$ cat src/rtl/pipe_pkg.sv
// Shared encodings for the pipeline control slice: instruction codes,
// status codes, the register-none value and the control FSM state type.
package pipe_pkg;

    localparam logic [3:0] I_HALT   = 4'd0;
    localparam logic [3:0] I_MRMOVQ = 4'd5;
    localparam logic [3:0] I_OPQ    = 4'd6;
    localparam logic [3:0] I_JXX    = 4'd7;
    localparam logic [3:0] I_RET    = 4'd9;
    localparam logic [3:0] I_POPQ   = 4'd11;

    localparam logic [3:0] R_NONE   = 4'd15;

    localparam logic [2:0] S_AOK    = 3'd1;
    localparam logic [2:0] S_HLT    = 3'd2;
    localparam logic [2:0] S_ADR    = 3'd3;
    localparam logic [2:0] S_INS    = 3'd4;

    localparam logic [31:0] CNT_MAX = 32'hFFFF_FFFF;

    typedef enum logic {
        ST_RUN    = 1'b0,
        ST_HALTED = 1'b1
    } state_t;

    // True for the statuses that stop the pipeline (HLT, ADR, INS).
    function automatic logic is_exc(input logic [2:0] s);
        return (s == S_HLT) || (s == S_ADR) || (s == S_INS);
    endfunction

endpackage

$ cat src/rtl/pipe_hazard.sv
// Hazard detection: load/use interlock, pending return, branch mispredict.
// Ports: i_D/E/M_icode, i_E_dstM, i_d_srcA/B, i_e_Cnd -> o_load_use, o_ret_pend, o_mispred.
module pipe_hazard
    import pipe_pkg::*;
(
    input  logic [3:0] i_D_icode,
    input  logic [3:0] i_E_icode,
    input  logic [3:0] i_M_icode,
    input  logic [3:0] i_E_dstM,
    input  logic [3:0] i_d_srcA,
    input  logic [3:0] i_d_srcB,
    input  logic       i_e_Cnd,
    output logic       o_load_use,
    output logic       o_ret_pend,
    output logic       o_mispred
);

    logic w_is_load;
    logic w_dst_hit;

    assign w_is_load  = (i_E_icode == I_MRMOVQ) || (i_E_icode == I_POPQ);
    assign w_dst_hit  = (i_E_dstM != R_NONE) &&
                        ((i_E_dstM == i_d_srcA) || (i_E_dstM == i_d_srcB));
    assign o_load_use = w_is_load && w_dst_hit;

    assign o_ret_pend = (i_D_icode == I_RET) ||
                        (i_E_icode == I_RET) ||
                        (i_M_icode == I_RET);

    assign o_mispred  = (i_E_icode == I_JXX) && !i_e_Cnd;

endmodule

$ cat src/rtl/pipe_ctrl.sv
// Pipeline control: stall/bubble generation, fetch PC register, RUN/HALTED
// FSM and optional performance counters (enabled by PIPE_PERF_CNT_EN).
// Inputs: clk, reset (sync, active-high), stage icodes, hazard operands,
//   e_Cnd, m_stat, W_stat, f_predPC.
// Outputs: F_predPC, stall/bubble/set_cc controls, halted, halt_stat,
//   cycle_cnt, stall_cnt, bubble_cnt.
module pipe_ctrl
    import pipe_pkg::*;
(
    input  logic        clk,
    input  logic        reset,
    input  logic [3:0]  D_icode,
    input  logic [3:0]  E_icode,
    input  logic [3:0]  M_icode,
    input  logic [3:0]  E_dstM,
    input  logic [3:0]  d_srcA,
    input  logic [3:0]  d_srcB,
    input  logic        e_Cnd,
    input  logic [2:0]  m_stat,
    input  logic [2:0]  W_stat,
    input  logic [63:0] f_predPC,
    output logic [63:0] F_predPC,
    output logic        F_stall,
    output logic        D_stall,
    output logic        D_bubble,
    output logic        E_bubble,
    output logic        M_bubble,
    output logic        W_stall,
    output logic        set_cc,
    output logic        halted,
    output logic [2:0]  halt_stat,
    output logic [31:0] cycle_cnt,
    output logic [31:0] stall_cnt,
    output logic [31:0] bubble_cnt
);

    state_t      r_state;
    logic [2:0]  r_halt_stat;
    logic [63:0] r_pc;

    logic w_load_use;
    logic w_ret_pend;
    logic w_mispred;
    logic w_m_exc;
    logic w_w_exc;

    pipe_hazard u_hazard (
        .i_D_icode  (D_icode),
        .i_E_icode  (E_icode),
        .i_M_icode  (M_icode),
        .i_E_dstM   (E_dstM),
        .i_d_srcA   (d_srcA),
        .i_d_srcB   (d_srcB),
        .i_e_Cnd    (e_Cnd),
        .o_load_use (w_load_use),
        .o_ret_pend (w_ret_pend),
        .o_mispred  (w_mispred)
    );

    assign w_m_exc = is_exc(m_stat);
    assign w_w_exc = is_exc(W_stat);

    always_comb begin
        F_stall  = 1'b0;
        D_stall  = 1'b0;
        D_bubble = 1'b0;
        E_bubble = 1'b0;
        M_bubble = 1'b0;
        W_stall  = 1'b0;
        set_cc   = 1'b0;
        if (r_state == ST_HALTED) begin
            F_stall = 1'b1;
            D_stall = 1'b1;
            W_stall = 1'b1;
        end else begin
            F_stall  = w_load_use || w_ret_pend;
            D_stall  = w_load_use;
            // A mispredict squashes decode even while a load/use stalls it.
            D_bubble = w_mispred || (w_ret_pend && !w_load_use);
            E_bubble = w_mispred || w_load_use;
            M_bubble = w_m_exc || w_w_exc;
            W_stall  = w_w_exc;
            set_cc   = (E_icode == I_OPQ) && !w_m_exc && !w_w_exc;
        end
    end

    always_ff @(posedge clk) begin
        if (reset) begin
            r_pc <= 64'd0;
        end else if (!F_stall) begin
            r_pc <= f_predPC;
        end
    end

    always_ff @(posedge clk) begin
        if (reset) begin
            r_state     <= ST_RUN;
            r_halt_stat <= S_AOK;
        end else begin
            unique case (r_state)
                ST_RUN: begin
                    if (W_stat != S_AOK) begin
                        r_state     <= ST_HALTED;
                        r_halt_stat <= W_stat;
                    end
                end
                ST_HALTED: begin
                    r_state <= ST_HALTED;
                end
                default: r_state <= ST_RUN;
            endcase
        end
    end

    assign F_predPC  = r_pc;
    assign halted    = (r_state == ST_HALTED);
    assign halt_stat = r_halt_stat;

`ifdef PIPE_PERF_CNT_EN
    logic [31:0] r_cycle_cnt;
    logic [31:0] r_stall_cnt;
    logic [31:0] r_bubble_cnt;
    logic        w_run;

    assign w_run = (r_state == ST_RUN);

    // Counters stick at all-ones instead of wrapping.
    always_ff @(posedge clk) begin
        if (reset) begin
            r_cycle_cnt  <= 32'd0;
            r_stall_cnt  <= 32'd0;
            r_bubble_cnt <= 32'd0;
        end else if (w_run) begin
            if (r_cycle_cnt != CNT_MAX) begin
                r_cycle_cnt <= r_cycle_cnt + 32'd1;
            end
            if (F_stall && (r_stall_cnt != CNT_MAX)) begin
                r_stall_cnt <= r_stall_cnt + 32'd1;
            end
            if ((D_bubble || E_bubble) && (r_bubble_cnt != CNT_MAX)) begin
                r_bubble_cnt <= r_bubble_cnt + 32'd1;
            end
        end
    end

    assign cycle_cnt  = r_cycle_cnt;
    assign stall_cnt  = r_stall_cnt;
    assign bubble_cnt = r_bubble_cnt;
`else
    assign cycle_cnt  = 32'd0;
    assign stall_cnt  = 32'd0;
    assign bubble_cnt = 32'd0;
`endif

endmodule

$ cat config.mk
export PLATFORM = sky130hd
export DESIGN_NAME = pipe_ctrl
export DESIGN_NICKNAME = d
export VERILOG_FILES = /design/src/rtl/pipe_pkg.sv /design/src/rtl/pipe_hazard.sv /design/src/rtl/pipe_ctrl.sv
export SDC_FILE = /design/constraint.sdc
export NUM_CORES = 1
export LEC_CHECK = 0
export BUFFER_PORTS_ARGS = -buffer_cell sky130_fd_sc_hd__buf_2
export CORE_AREA = 5 5 101 103
export CTS_CLUSTER_DIAMETER = 100
export DETAILED_ROUTE_END_ITERATION = 10
export DIE_AREA = 0 0 106 108
export GPL_TIMING_DRIVEN = 0
export PLACE_DENSITY = 0.78
export RECOVER_POWER = 50
export SKIP_CTS_REPAIR_TIMING = 1
export SLEW_MARGIN = 15
export SYNTH_ARGS = -nofsm -noshare
export SYNTH_HDL_FRONTEND = slang
export SYNTH_HIERARCHICAL = 1
export SYNTH_SLANG_ARGS = --single-unit
export TNS_END_PERCENT = 5
$ cat constraint.sdc
create_clock -name clk -period 2.7 [get_ports clk]
set_clock_uncertainty 0.1 [all_clocks]
set_input_delay 0 -clock clk [delete_from_list [all_inputs] [get_ports clk]]
set_output_delay 0 -clock clk [all_outputs]
set_load 0.02 [all_outputs]
# Yosys cells after proc, flatten, opt, wreduce, memory -nomap -nowiden

Index checks and enable logic that the tools add are counted.

Memories: 0
Bits of input ports: 97
Bits in latches: 0
ROM bits: 0
Bits in writable memories: 0
Register bits after elaboration: 68

Magnitude comparators: 0
Reduce and logical (&&, ||, !) cells: 23
Divide/modulo/power cells: 0
$mul: 0
Add/subtract/negate cells: 0
Bitwise operators: 1
Shift operators: 0
Equal/unequal tests: 17
Mux-type cells: 9

Operators with widths:

| operator                                               | number |
|---|---|
| equality test 4 bit (second input constant)            | 4 |
| equality test 3 x 2 -> 1 bit (second input constant)   | 4 |
| equality test 4 x 3 -> 1 bit (second input constant)   | 3 |
| logical OR 1 bit                                       | 12 |
| equality test 4 bit                                    | 2 |
| two-way mux 1 bit                                      | 8 |
| equality test 3 bit (second input constant)            | 2 |
| logical AND 1 bit                                      | 6 |
| logical NOT 1 bit                                      | 4 |
| inequality test 4 bit (second input constant)          | 1 |
| inequality test 3 x 1 -> 1 bit (second input constant) | 1 |
| case mux 1 bit (2 select lines)                        | 1 |
| AND reduction 2 bit                                    | 1 |
| NOT 1 bit                                              | 1 |

# Longest topological paths before layout

Depth after elaboration: 8
Depth in mapped cells: 9
Gate-level depth less buffers: 7

# Modules after synthesis

The synthesis kept the hierarchy.

By module, submodules not included:

| module      | sequential area each (um^2) | instances | cells an instance | area each (um^2) |
|---|---|---|---|---|
| pipe_ctrl   | 1361.3                      | 1         | 410               | 3215.6 |
| pipe_hazard | 0.0                         | 1         | 21                | 170.2 |

# Worst setup path before layout

No wires, ideal clock.

Path kind: in2reg
Start point: input port E_icode[2]
End point: register r_pc[11] (netlist: F_predPC[11])
Data required time: 2.468 ns
Slack: 1.342 ns
Arrival: 1.126 ns
Stages on the path: 8
Path through: and4bb_1 or3_1 nor3_2 inv_1 buf_4 buf_2 nand2_1 a21oi_1

Cells in the longest elaborated chain, start to end: 5
Elaborated cells on any way between the ends: 9
Those cells by class: eq/ne: 3; mux: 1; reduce/logical: 5

RTL lines:

| item                 | RTL line          | RTL |
|---|---|---|
| start, declared      | pipe_ctrl.sv:13   | `input logic [3:0] E_icode,` |
| equality test 4 bit  | pipe_hazard.sv:27 | `(i_E_icode == I_RET) \|\|` |
| logical OR 1 bit     | pipe_hazard.sv:26 | `assign o_ret_pend = (i_D_icode == I_RET) \|\|` |
| logical OR 1 bit     | pipe_hazard.sv:27 |  |
| net w_ret_pend       | pipe_ctrl.sv:42   | `logic w_ret_pend;` |
| logical OR 1 bit     | pipe_ctrl.sv:76   | `F_stall = w_load_use \|\| w_ret_pend;` |
| two-way mux 1 bit    | pipe_ctrl.sv:71   | `if (r_state == ST_HALTED) begin` |
| end signal, assigned | pipe_ctrl.sv:91   | `r_pc <= f_predPC;` |
| end, declared        | pipe_ctrl.sv:39   | `logic [63:0] r_pc;` |

The timed path passes the listed nets, and every way through them passes these cells.
A chain may end at the register's enable or synchronous reset.

# Final worst setup path

Start point: register r_state (netlist: halted)
End point: register r_pc[4] (netlist: F_predPC[4])

Cells in the longest elaborated chain, start to end: 1

RTL lines:

| item                   | RTL line         | RTL |
|---|---|---|
| start, declared        | pipe_ctrl.sv:37  | `state_t r_state;` |
| start signal, assigned | pipe_ctrl.sv:97  | `r_state <= ST_RUN;` |
| start signal, assigned | pipe_ctrl.sv:103 | `r_state <= ST_HALTED;` |
| start signal, assigned | pipe_ctrl.sv:108 | `r_state <= ST_HALTED;` |
| two-way mux 1 bit      | pipe_ctrl.sv:71  |  |

Every way passes these cells.

==> impl_metrics.env <==
export IMPL_outcome="finished, final reports clean"
export IMPL_post_route_min_period_ps=1890
export IMPL_setup_viol=0
export IMPL_crit_type="reg2reg"
export IMPL_synth_fa_ha_area_frac=0
export IMPL_period_share=0.701
export IMPL_holdPathStages=3
export IMPL_start_util=0.372
export IMPL_layout_commonest_cell="nand2_1"
export IMPL_htree_levels=3
export IMPL_yosysSeqAreaShare=0.402
export IMPL_power_density_nw_per_um2=507
export IMPL_placed_cells=807
export IMPL_power_switching_w=0.000862
export IMPL_synth_xor_xnor_area_share=0.0207
export IMPL_p_leak_nw=2.74
export IMPL_die_area_um2=11400
export IMPL_io_buffer_count=170
export IMPL_synth_top_family_by_area="buffers and inverters"
export IMPL_grt_pass1_wl_mm=15.7
export IMPL_synth_cells=431
export IMPL_clock_root_buffer="clkbuf_8"
export IMPL_crit_required_ps=2860
export IMPL_p_seq_frac=0.396
export IMPL_rsz0062_at_grt="false"
export IMPL_cp_max_fo=10
export IMPL_reg2reg_depth=6
export IMPL_drv_slew=0
export IMPL_drive_above_1_share=0.296
export IMPL_grt_max_degree=12
export IMPL_gp_congestion=0.943
export IMPL_synth_area_um2=3390
export IMPL_hold_path_class="in2reg"
export IMPL_ys_top_cells_by_area="dfxtp_1 40%, buf_4 22%, nand2_1 14%"
export IMPL_die_w_um=106
export IMPL_cp_end_kind="register"
export IMPL_nets=872
export IMPL_worst_pin_slew_ps=561
export IMPL_dpl_worst_slack_ps=929
export IMPL_tritoncts="done"
export IMPL_start_kind="register"
export IMPL_ys_ff_latch=68
export IMPL_worstSetupPathDepth=6
export IMPL_instances_no_fill=891
export IMPL_cts_inserted_buffers=9
export IMPL_synth_compound_area_frac=0.116
export IMPL_io_pins=268
export IMPL_routed_wl_mm=11.7
export IMPL_drt_iter0_markers=135
export IMPL_wl_per_cell_um=13.1
export IMPL_gr_total_overflow=0
export IMPL_antenna_found_initial=0
export IMPL_clkSlewWorstSetupHoldPaths_ps=70
export IMPL_fin_setup_tns_ps=0
export IMPL_syn_area_per_cell_um2=7.86
export IMPL_drtPass1Iterations=4
export IMPL_max_clock_path_buffers=2
export IMPL_vias_per_cell=4.18
export IMPL_grt_pass1_vias=3326
export IMPL_final_antenna_net_count=0
export IMPL_clock_latency_ps=330
export IMPL_setup_ws_ps=807
export IMPL_rows=35
export IMPL_switching_share=0.307
export IMPL_power_frac_clock=0.323
export IMPL_synth_simple_area_share=0.200
export IMPL_layout_common_cells="128 x nand2_1, 109 x buf_2, 97 x buf_4, 96 x conb_1, 77 x clkbuf_1"
export IMPL_synth_cell_types=30
export IMPL_die_h_um=108
export IMPL_cts_sinks=68
export IMPL_max_freq_mhz=528
export IMPL_drv_cap=0
export IMPL_ys_warn_count=6
export IMPL_via_count=3721
export IMPL_coreArea_um2=9110
export IMPL_syn_to_final_growth_pct=63.5
export IMPL_slew_headroom=0.626
export IMPL_cp_num_buf_inv=3
export IMPL_synth_mux_area_frac=0
export IMPL_hold_viol_final=0
export IMPL_p_comb_frac=0.281
export IMPL_grt_usage=0.169
export IMPL_crit_chain="nor3_1, inv_1, clkbuf_1, buf_2, nand2_1, a21oi_1"
export IMPL_yosysTopAreaCell="dfxtp_1"
export IMPL_intPower_w=0.00194
export IMPL_antennaDiodeCount=0
export IMPL_arrival_ps=2050
export IMPL_crit_slowest_cell="dfxtp_1"
export IMPL_drcViolationCount=0
export IMPL_max_stage_delay_ps=460
export IMPL_synth_top_area_frac=0.402
export IMPL_cp_top_family="buffers and inverters"
export IMPL_whs_ps=108
export IMPL_irDropWorstVdd_mv=0.270
export IMPL_place_hpwl_mm=8.34
-- cell usage after synthesis, drive strengths merged --
cell type  instances
and4bb             1
nand4b             1
a2111oi            1
and3b              1
o22ai              1
xnor2              8
nor2b              3
nand4              3
a21oi             69
clkbuf             7
o21ba              1
conb               1
nor2               6
or3                2
o211ai             1
nor4bb             2
nor3               1
and3               1
dfxtp             68
or2                1
o21ai              2
nand2            128
buf              112
inv                3
nand2b             3
nor4b              1
nor3b              3
-- flip-flops by register name, summed over array words and instances (netlist names) --
name	cells
F_predPC	64
halted	1
halt_stat	3
-- cell type report --
| type | instances | area [um2] |
|---|---|---|
| fill | 824 | 3570 |
| multi-input combinational | 336 | 1500 |
| timing repair buffer | 238 | 1450 |
| sequential | 68 | 1360 |
| buffer | 119 | 865 |
| clock buffer | 11 | 141 |
| tap | 111 | 139 |
| clock inverter | 5 | 75.1 |
| inverter | 3 | 11.3 |
-- path summary, 6_finish.rpt --
| kind | endpoint | startpoint | slack (ps) |
|---|---|---|---|
| max | F_predPC[4] | halted | 810 |
| min | F_predPC[34] | reset | 110 |
| max reg2reg | F_predPC[4] | halted | 810 |
| min reg2reg | F_predPC[60] | F_predPC[60] | 360 |
-- cell families after synthesis --
family	count (synthesis)
flops	68
compound gates	75
xor+xnor	8
buf+inv	122
simple gates	157
other cells	1
-- power by group through the flow --
stage          clock network, W  logic (W)  registers [W]
5_1_grt                0.000986   0.000855        0.00112
4_1_cts                0.000941   0.000715        0.00111
3_3_place_gp                  0   0.000702        0.00113
3_5_place_dp                  0   0.000714        0.00113
6_report               0.000906   0.000789        0.00111
2_1_floorplan                 0   0.000417        0.00122
-- metrics by stage --
| stage | power, W | instance area, um2 | util |
|---|---|---|---|
| 2_1_floorplan | 0.00163 | 3740 | - |
| 3_3_place_gp | 0.00183 | 4730 | 0.520 |
| 3_5_place_dp | 0.00184 | 4730 | 0.520 |
| 4_1_cts | 0.00276 | 4950 | 0.543 |
| 5_1_grt | 0.00296 | 5540 | 0.608 |
| 6_report | 0.00280 | 5540 | 0.608 |
-- worst register-to-register path, cell delays in order (launching register included) --
cell	delay, ps
dfxtp_1	460
nor3_1	140
inv_1	90
clkbuf_1	440
buf_2	320
nand2_1	100
a21oi_1	170
-- layer usage --
layer  wire length, um  vias to the layer above  share of wire  track usage
met1              4520                     1644           0.39        0.177
li1                  -                     1873              -            -
met4               278                        0          0.024       0.0611
met5                 0                        -              0            0
met2              5950                      176           0.51        0.307
met3               937                       28          0.080       0.0669
Note: power is estimated with default switching activity, not from simulation.
